--- src/rtl/core_pkg.sv ---
// Shared core definitions: datapath sizes, opcode/func constants, writeback FSM and halt-cause enums.
package core_pkg;

  localparam int unsigned XLEN  = 32;
  localparam int unsigned NREGS = 32;

  localparam logic [6:0] OPC_OP     = 7'b0110011;
  localparam logic [6:0] OPC_OP_IMM = 7'b0010011;
  localparam logic [6:0] OPC_BRANCH = 7'b1100011;
  localparam logic [6:0] OPC_LUI    = 7'b0110111;
  localparam logic [2:0] FUNC_ADD   = 3'b000;
  localparam logic [2:0] FUNC_SLL   = 3'b001;
  localparam logic [2:0] FUNC_XOR   = 3'b100;
  localparam logic [2:0] FUNC_OR    = 3'b110;
  localparam logic [2:0] FUNC_AND   = 3'b111;

  typedef enum logic [1:0] {
    CAUSE_NONE     = 2'b00,
    CAUSE_EXEC_ERR = 2'b01,
    CAUSE_MISALIGN = 2'b10
  } halt_cause_t;

  typedef enum logic {
    RUN  = 1'b0,
    HALT = 1'b1
  } wb_state_t;

endpackage

--- src/rtl/writeback_pc_unit_if.sv ---
// Execute -> writeback result bus. master = execute stage, slave = writeback_pc_unit.
interface writeback_pc_unit_if;
  import core_pkg::*;

  logic            valid_wb;
  logic [XLEN-1:0] sonuc_wb;
  logic            pc_update_wb;
  logic            we_wb;
  logic            hata_wb;
  logic            branch_wb;
  logic [4:0]      rd_addr;

  modport master (
    output valid_wb, sonuc_wb, pc_update_wb, we_wb, hata_wb, branch_wb, rd_addr
  );

  modport slave (
    input valid_wb, sonuc_wb, pc_update_wb, we_wb, hata_wb, branch_wb, rd_addr
  );
endinterface

--- src/rtl/writeback_pc_unit_regfile.sv ---
// regfile_2r1w: two asynchronous read ports, one synchronous write port, x0 hard-wired to zero.
module regfile_2r1w #(
  parameter int unsigned XLEN  = 32,
  parameter int unsigned NREGS = 32,
  parameter int unsigned AW    = $clog2(NREGS)
) (
  input  logic            clk,
  input  logic            rst_n,
  input  logic            we,
  input  logic [AW-1:0]   waddr,
  input  logic [XLEN-1:0] wdata,
  input  logic [AW-1:0]   raddr1,
  input  logic [AW-1:0]   raddr2,
  output logic [XLEN-1:0] rdata1,
  output logic [XLEN-1:0] rdata2
);

  logic [XLEN-1:0] regs [NREGS];

  always_ff @(posedge clk or negedge rst_n) begin
    if (!rst_n) begin
      for (int unsigned i = 0; i < NREGS; i++) regs[i] <= '0;
    end else if (we && (waddr != '0)) begin
      regs[waddr] <= wdata;
    end
  end

  // No write bypass: a same-cycle read returns the pre-edge contents.
  assign rdata1 = (raddr1 == '0) ? '0 : regs[raddr1];
  assign rdata2 = (raddr2 == '0) ? '0 : regs[raddr2];

endmodule

--- src/rtl/writeback_pc_unit.sv ---
// Writeback/PC unit: owns PC, register file and RUN/HALT state.
// Optional WB_PERF_CNT_EN adds the retired_cnt output.
module writeback_pc_unit
  import core_pkg::*;
#(
  parameter int unsigned      XLEN     = core_pkg::XLEN,
  parameter int unsigned      NREGS    = core_pkg::NREGS,
  parameter logic [XLEN-1:0]  RESET_PC = '0
) (
  input  logic                  clk,
  input  logic                  rst_n,
  writeback_pc_unit_if.slave    wb,
  input  logic [4:0]            rs1_addr,
  input  logic [4:0]            rs2_addr,
  input  logic                  halt_clr,
  output logic [XLEN-1:0]       rs1_data,
  output logic [XLEN-1:0]       rs2_data,
  output logic [XLEN-1:0]       pc,
  output logic                  halted,
  output logic [1:0]            halt_cause
`ifdef WB_PERF_CNT_EN
  ,
  output logic [31:0]           retired_cnt
`endif
);

  wb_state_t       state;
  halt_cause_t     cause;
  logic [XLEN-1:0] target;
  logic [XLEN-1:0] pc_plus4;
  logic            accept;
  logic            misalign;
  logic            commit;
  logic            reg_we;

  assign target   = pc + wb.sonuc_wb;
  assign pc_plus4 = pc + XLEN'(4);
  assign accept   = (state == RUN) && wb.valid_wb;
  assign misalign = wb.pc_update_wb && (target[1:0] != 2'b00);
  assign commit   = accept && !wb.hata_wb && !misalign;
  // A taken branch also suppresses the write, so a branch with we_wb=1 never lands in the file.
  assign reg_we   = commit && wb.we_wb && !wb.branch_wb && !wb.pc_update_wb;

  always_ff @(posedge clk or negedge rst_n) begin
    if (!rst_n) begin
      state <= RUN;
      cause <= CAUSE_NONE;
      pc    <= RESET_PC;
    end else begin
      case (state)
        RUN: begin
          if (accept) begin
            if (wb.hata_wb) begin
              state <= HALT;
              cause <= CAUSE_EXEC_ERR;
            end else if (misalign) begin
              state <= HALT;
              cause <= CAUSE_MISALIGN;
            end else begin
              pc <= wb.pc_update_wb ? target : pc_plus4;
            end
          end
        end
        HALT: begin
          if (halt_clr) begin
            state <= RUN;
            cause <= CAUSE_NONE;
            pc    <= RESET_PC;
          end
        end
        default: begin
          state <= HALT;
        end
      endcase
    end
  end

  assign halted     = (state == HALT);
  assign halt_cause = cause;

`ifdef WB_PERF_CNT_EN
  always_ff @(posedge clk or negedge rst_n) begin
    if (!rst_n) begin
      retired_cnt <= '0;
    end else if ((state == HALT) && halt_clr) begin
      retired_cnt <= '0;
    end else if (commit) begin
      retired_cnt <= retired_cnt + 32'd1;
    end
  end
`endif

  regfile_2r1w #(
    .XLEN  (XLEN),
    .NREGS (NREGS)
  ) u_regfile (
    .clk    (clk),
    .rst_n  (rst_n),
    .we     (reg_we),
    .waddr  (wb.rd_addr),
    .wdata  (wb.sonuc_wb),
    .raddr1 (rs1_addr),
    .raddr2 (rs2_addr),
    .rdata1 (rs1_data),
    .rdata2 (rs2_data)
  );

endmodule
--- src/flat_wrapper.sv ---
// flat-port wrapper written by rule: the top's interface ports become plain ports
module writeback_pc_unit_flat import core_pkg::*;
#(
  parameter int unsigned      XLEN     = core_pkg::XLEN,
  parameter int unsigned      NREGS    = core_pkg::NREGS,
  parameter logic [XLEN-1:0]  RESET_PC = '0
)
  (clk, rst_n, rs1_addr, rs2_addr, halt_clr, rs1_data, rs2_data, pc, halted, halt_cause, wb_valid_wb, wb_sonuc_wb, wb_pc_update_wb, wb_we_wb, wb_hata_wb, wb_branch_wb, wb_rd_addr);
  writeback_pc_unit_if wb_i ();
  input  logic clk;
  input  logic rst_n;
  input  logic [4:0] rs1_addr;
  input  logic [4:0] rs2_addr;
  input  logic halt_clr;
  output logic [XLEN-1:0] rs1_data;
  output logic [XLEN-1:0] rs2_data;
  output logic [XLEN-1:0] pc;
  output logic halted;
  output logic [1:0] halt_cause;
  input wire logic [$bits(wb_i.valid_wb)-1:0] wb_valid_wb;
  input wire logic [$bits(wb_i.sonuc_wb)-1:0] wb_sonuc_wb;
  input wire logic [$bits(wb_i.pc_update_wb)-1:0] wb_pc_update_wb;
  input wire logic [$bits(wb_i.we_wb)-1:0] wb_we_wb;
  input wire logic [$bits(wb_i.hata_wb)-1:0] wb_hata_wb;
  input wire logic [$bits(wb_i.branch_wb)-1:0] wb_branch_wb;
  input wire logic [$bits(wb_i.rd_addr)-1:0] wb_rd_addr;
  assign wb_i.valid_wb = wb_valid_wb;
  assign wb_i.sonuc_wb = wb_sonuc_wb;
  assign wb_i.pc_update_wb = wb_pc_update_wb;
  assign wb_i.we_wb = wb_we_wb;
  assign wb_i.hata_wb = wb_hata_wb;
  assign wb_i.branch_wb = wb_branch_wb;
  assign wb_i.rd_addr = wb_rd_addr;
  writeback_pc_unit #(.XLEN(XLEN), .NREGS(NREGS), .RESET_PC(RESET_PC)) u_core (.clk(clk), .rst_n(rst_n), .wb(wb_i), .rs1_addr(rs1_addr), .rs2_addr(rs2_addr), .halt_clr(halt_clr), .rs1_data(rs1_data), .rs2_data(rs2_data), .pc(pc), .halted(halted), .halt_cause(halt_cause));
endmodule
--- config.mk ---
export PLATFORM = sky130hd
export DESIGN_NAME = writeback_pc_unit_flat
export DESIGN_NICKNAME = d
export VERILOG_FILES = /design/src/rtl/core_pkg.sv /design/src/rtl/writeback_pc_unit_if.sv /design/src/rtl/writeback_pc_unit_regfile.sv /design/src/rtl/writeback_pc_unit.sv /design/src/flat_wrapper.sv
export SDC_FILE = /design/constraint.sdc
export NUM_CORES = 2
export LEC_CHECK = 0
export ABC_AREA = 0
export BUFFER_PORTS_ARGS = -buffer_cell sky130_fd_sc_hd__buf_4
export CAP_MARGIN = 15
export CORE_MARGIN = 4
export CORE_UTILIZATION = 55
export CTS_CLUSTER_SIZE = 12
export DETAILED_ROUTE_END_ITERATION = 10
export HOLD_SLACK_MARGIN = 0.03
export PLACE_DENSITY = 0.72
export SLEW_MARGIN = 40
export SYNTH_ARGS = -nofsm -noshare
export SYNTH_HDL_FRONTEND = slang
export SYNTH_SLANG_ARGS = --single-unit
--- constraint.sdc ---
create_clock -name clk -period 4.7 [get_ports clk]
set_input_delay 0.94 -clock clk [delete_from_list [all_inputs] [get_ports clk]]
set_output_delay 0.94 -clock clk [all_outputs]
set_load 0.005 [all_outputs]
==> metrics.txt <==
# TYPE chip_impl_metric gauge
chip_impl_metric{name="globalRoute.totalOverflow",unit=""} 0
chip_impl_metric{name="route.final.wire_length",unit="mm"} 167
chip_impl_info{name="yosys.cell_count.top_type",value="dfrtp_1"} 1
chip_impl_info{name="post_synth_most_frequent_cells",value="dfrtp_1, mux2_2, mux4_2"} 1
chip_impl_metric{name="max-vdd-ir-drop",unit="V"} 0.000311
chip_impl_metric{name="post_synth_edffs",unit=""} 0
chip_impl_metric{name="setup_total_negative_slack",unit="ns"} 0
chip_impl_metric{name="syn-mean-instance-area",unit="µm²"} 15.6
chip_impl_metric{name="die_height",unit="µm"} 331
chip_impl_metric{name="core_region_area",unit="mm²"} 0.104
chip_impl_metric{name="worst_setup_hold_path_clk_slew",unit="ns"} 0.06
chip_impl_info{name="timing_worst_setup_path_type",value="in2out"} 1
chip_impl_metric{name="worstMarginPinSlew",unit="ns"} 0.882
chip_impl_metric{name="timing.clock.skew",unit="ns"} 0.0261
chip_impl_metric{name="post_dr_wirelength_cell",unit="µm"} 32.0
chip_impl_metric{name="dpl.hpwl",unit="mm"} 101
chip_impl_info{name="synth_largest_area_cell",value="dfrtp_1"} 1
chip_impl_metric{name="finalHoldViolations",unit=""} 0
chip_impl_metric{name="cts_buffer_depth",unit=""} 3
chip_impl_metric{name="gpl.final_weighted_congestion",unit=""} 0.827
chip_impl_metric{name="synth.yosys.seq_area_share",unit="%"} 46.1
chip_impl_metric{name="ios",unit=""} 154
chip_impl_metric{name="cts_max_level",unit=""} 3
chip_impl_metric{name="max-slew-margin-rel",unit="%"} 41.2
chip_impl_info{name="synthFlopType",value="dfrtp_1"} 1
chip_impl_metric{name="vias_in_the_first_global_route",unit=""} 37600
chip_impl_metric{name="highest_clock_frequency_the_design_can_meet",unit="MHz"} 227
chip_impl_metric{name="detail_route.first_pass.iterations",unit=""} 6
chip_impl_metric{name="maxSlewViolCount",unit=""} 0
chip_impl_metric{name="routed_via_density",unit=""} 6.89
chip_impl_metric{name="synthesis.area",unit="mm²"} 0.0575
chip_impl_metric{name="post-route-period-util",unit="%"} 93.6
chip_impl_metric{name="async_flop_share",unit="%"} 100
chip_impl_metric{name="detailedRoute.firstIterationViolations",unit=""} 3462
chip_impl_metric{name="area_delta_synth_final",unit="%"} 13.4
chip_impl_metric{name="num_rows",unit=""} 118
chip_impl_metric{name="grt_util_all_layers",unit="%"} 30.6
chip_impl_metric{name="fillCellCount",unit=""} 7481
chip_impl_metric{name="die-width",unit="µm"} 331
chip_impl_metric{name="clk-insertion-delay-late",unit="ns"} 0.71
chip_impl_info{name="critical_path.startpoint_type",value="input port"} 1
chip_impl_metric{name="critical_path_arrival",unit="ns"} 3.46
chip_impl_metric{name="layout_min_cycle_time",unit="ns"} 4.40
chip_impl_metric{name="first_pass_grt_wire_length",unit="mm"} 251
chip_impl_metric{name="layout-drive-gt1-share",unit="%"} 56.3
chip_impl_metric{name="cts_inserted_buffers",unit=""} 114
chip_impl_info{name="yosys-top-cells-area",value="dfrtp_1, mux4_2, mux2_2"} 1
chip_impl_metric{name="static-leakage-power",unit="nW"} 30.2
chip_impl_metric{name="post_cts.repair.setup_buffers",unit=""} 0
chip_impl_info{name="tritoncts",value="done"} 1
chip_impl_metric{name="number_of_nets_in_the_layout",unit=""} 3835
chip_impl_metric{name="setup_viol_count_final",unit=""} 0
chip_impl_metric{name="critical_path_required",unit="ns"} 3.76
chip_impl_metric{name="route.detailed.drc",unit=""} 0
chip_impl_metric{name="die_area",unit="mm²"} 0.110
chip_impl_metric{name="io_buffers",unit=""} 153
chip_impl_metric{name="routed-via-count",unit=""} 36000
chip_impl_metric{name="drv.max_cap_violation_count",unit=""} 0
chip_impl_metric{name="whs",unit="ns"} 0.144
chip_impl_metric{name="ant_nets",unit=""} 0
chip_impl_metric{name="synth_instances",unit=""} 3684
chip_impl_metric{name="cts_resized",unit=""} 0
chip_impl_metric{name="cts_hold_buf",unit=""} 0
chip_impl_metric{name="start_util",unit="%"} 55.5
chip_impl_info{name="clockRootBuffer",value="clkbuf_16"} 1
chip_impl_metric{name="crit_fanout",unit=""} 42
chip_impl_metric{name="ys_ff_latch",unit=""} 1059
chip_impl_metric{name="antenna-diode-count",unit=""} 0
chip_impl_info{name="crit_path_end_kind",value="primary output"} 1
chip_impl_info{name="grt_setup_unrepaired",value="false"} 1
chip_impl_metric{name="initial_antenna_violation_count",unit=""} 4
chip_impl_metric{name="ys_warn_count",unit=""} 0
chip_impl_info{name="status",value="completed"} 1
chip_impl_metric{name="ys_types",unit=""} 58
chip_impl_metric{name="synth_top_area_share",unit="%"} 46.1
chip_impl_metric{name="tritoncts_num_sinks",unit=""} 1059
chip_impl_metric{name="powerDensity",unit="mW/mm²"} 323
chip_impl_info{name="hold_class",value="in2async"} 1
chip_impl_metric{name="grt_max_degree",unit=""} 98
chip_impl_metric{name="synth_nets",unit=""} 3772
[layout make-up]
| class | count | area (µm²) | area share, % |
|---|---|---|---|
| tap | 1380 | 1730 | 2.65 |
| multi-input combinational | 2221 | 29600 | 45.4 |
| sequential | 1059 | 26500 | 40.7 |
| clock inverter | 35 | 468 | 0.718 |
| inverter | 8 | 30.0 | 0.0461 |
| clock buffer | 173 | 3400 | 5.21 |
| timing repair buffer | 343 | 3460 | 5.31 |
[critical path, cell delays in order]
cell	delay [ns]
buf_8	0.43
buf_12	0.31
mux4_2	0.56
mux4_2	0.48
mux2i_1	0.45
nor2_1	0.09
buf_4	0.15
[cell usage in the layout (no fill, tap or decap), types with 29 or more instances in the layout]
cell and count:
a21oi_1 45, buf_12 65, buf_4 268, clkbuf_1 29, clkbuf_16 116, dfrtp_1 1059
ha_1 32, mux2_1 39, mux2_2 954, mux2i_1 66, mux4_2 640, nand2_1 68
nor2_1 104, o21ai_0 60
[state kept, by name, indices dropped and copies added (netlist names)]
register	flops
u_core.u_regfile.regs	1024
u_core.halt_cause	2
u_core.pc	32
u_core.halted	1
[metal layers]
layer | up-vias | track usage [%] | part of all wire, %
met5 | - | 0 | 0
met4 | 0 | 9.19 | 3.2
met3 | 305 | 5.71 | 7.7
met2 | 1514 | 46.9 | 47
met1 | 19700 | 45.4 | 43
li1 | 14400 | - | -
[stage by stage]
| step | total power [mW] | setup WS, ns | instances | util (%) | area (µm²) |
|---|---|---|---|---|---|
| after floorplan | 10.9 | 0.650 | 3684 | - | 57500 |
| after global placement | 11.8 | 0.221 | 5010 | 59.1 | 61300 |
| after detailed placement | 11.9 | 0.157 | 5010 | 59.1 | 61300 |
| after CTS | 21.1 | 0.277 | 5218 | 62.8 | 65100 |
| after global routing | 21.7 | 0.202 | 5219 | 62.9 | 65200 |
| final | 21.0 | 0.300 | 5219 | 62.9 | 65200 |
[cells by family after synthesis]
group / synth area share, %
xor+xnor: 0.640
mux: 45.7
simple gates: 2.40
fa+ha+maj: 0.731
buf+inv: 2.86
flops: 46.1
compound gates: 1.59
[power breakdown]
part	internal [mW]	switching (mW)
Combinational	0.944	1.26
Sequential	9.30	0.225
Clock	5.51	3.79
[worst paths after layout]
check                                            start                          end  slack [ns]  cells past startpoint
min in group clk           u_core.u_regfile.regs[1014]  u_core.u_regfile.regs[1014]        0.39                      0
max                                        rs1_addr[0]                 rs1_data[22]        0.30                      7
max reg2reg                               u_core.pc[0]   u_core.u_regfile.regs[359]        0.75                     11
min reg2reg                u_core.u_regfile.regs[1014]  u_core.u_regfile.regs[1014]        0.39                      0
max in group asynchronous                        rst_n   u_core.u_regfile.regs[313]        3.28                      3
min                                              rst_n   u_core.u_regfile.regs[807]        0.14                      1
No activity file was read; power rests on OpenSTA's default activity.
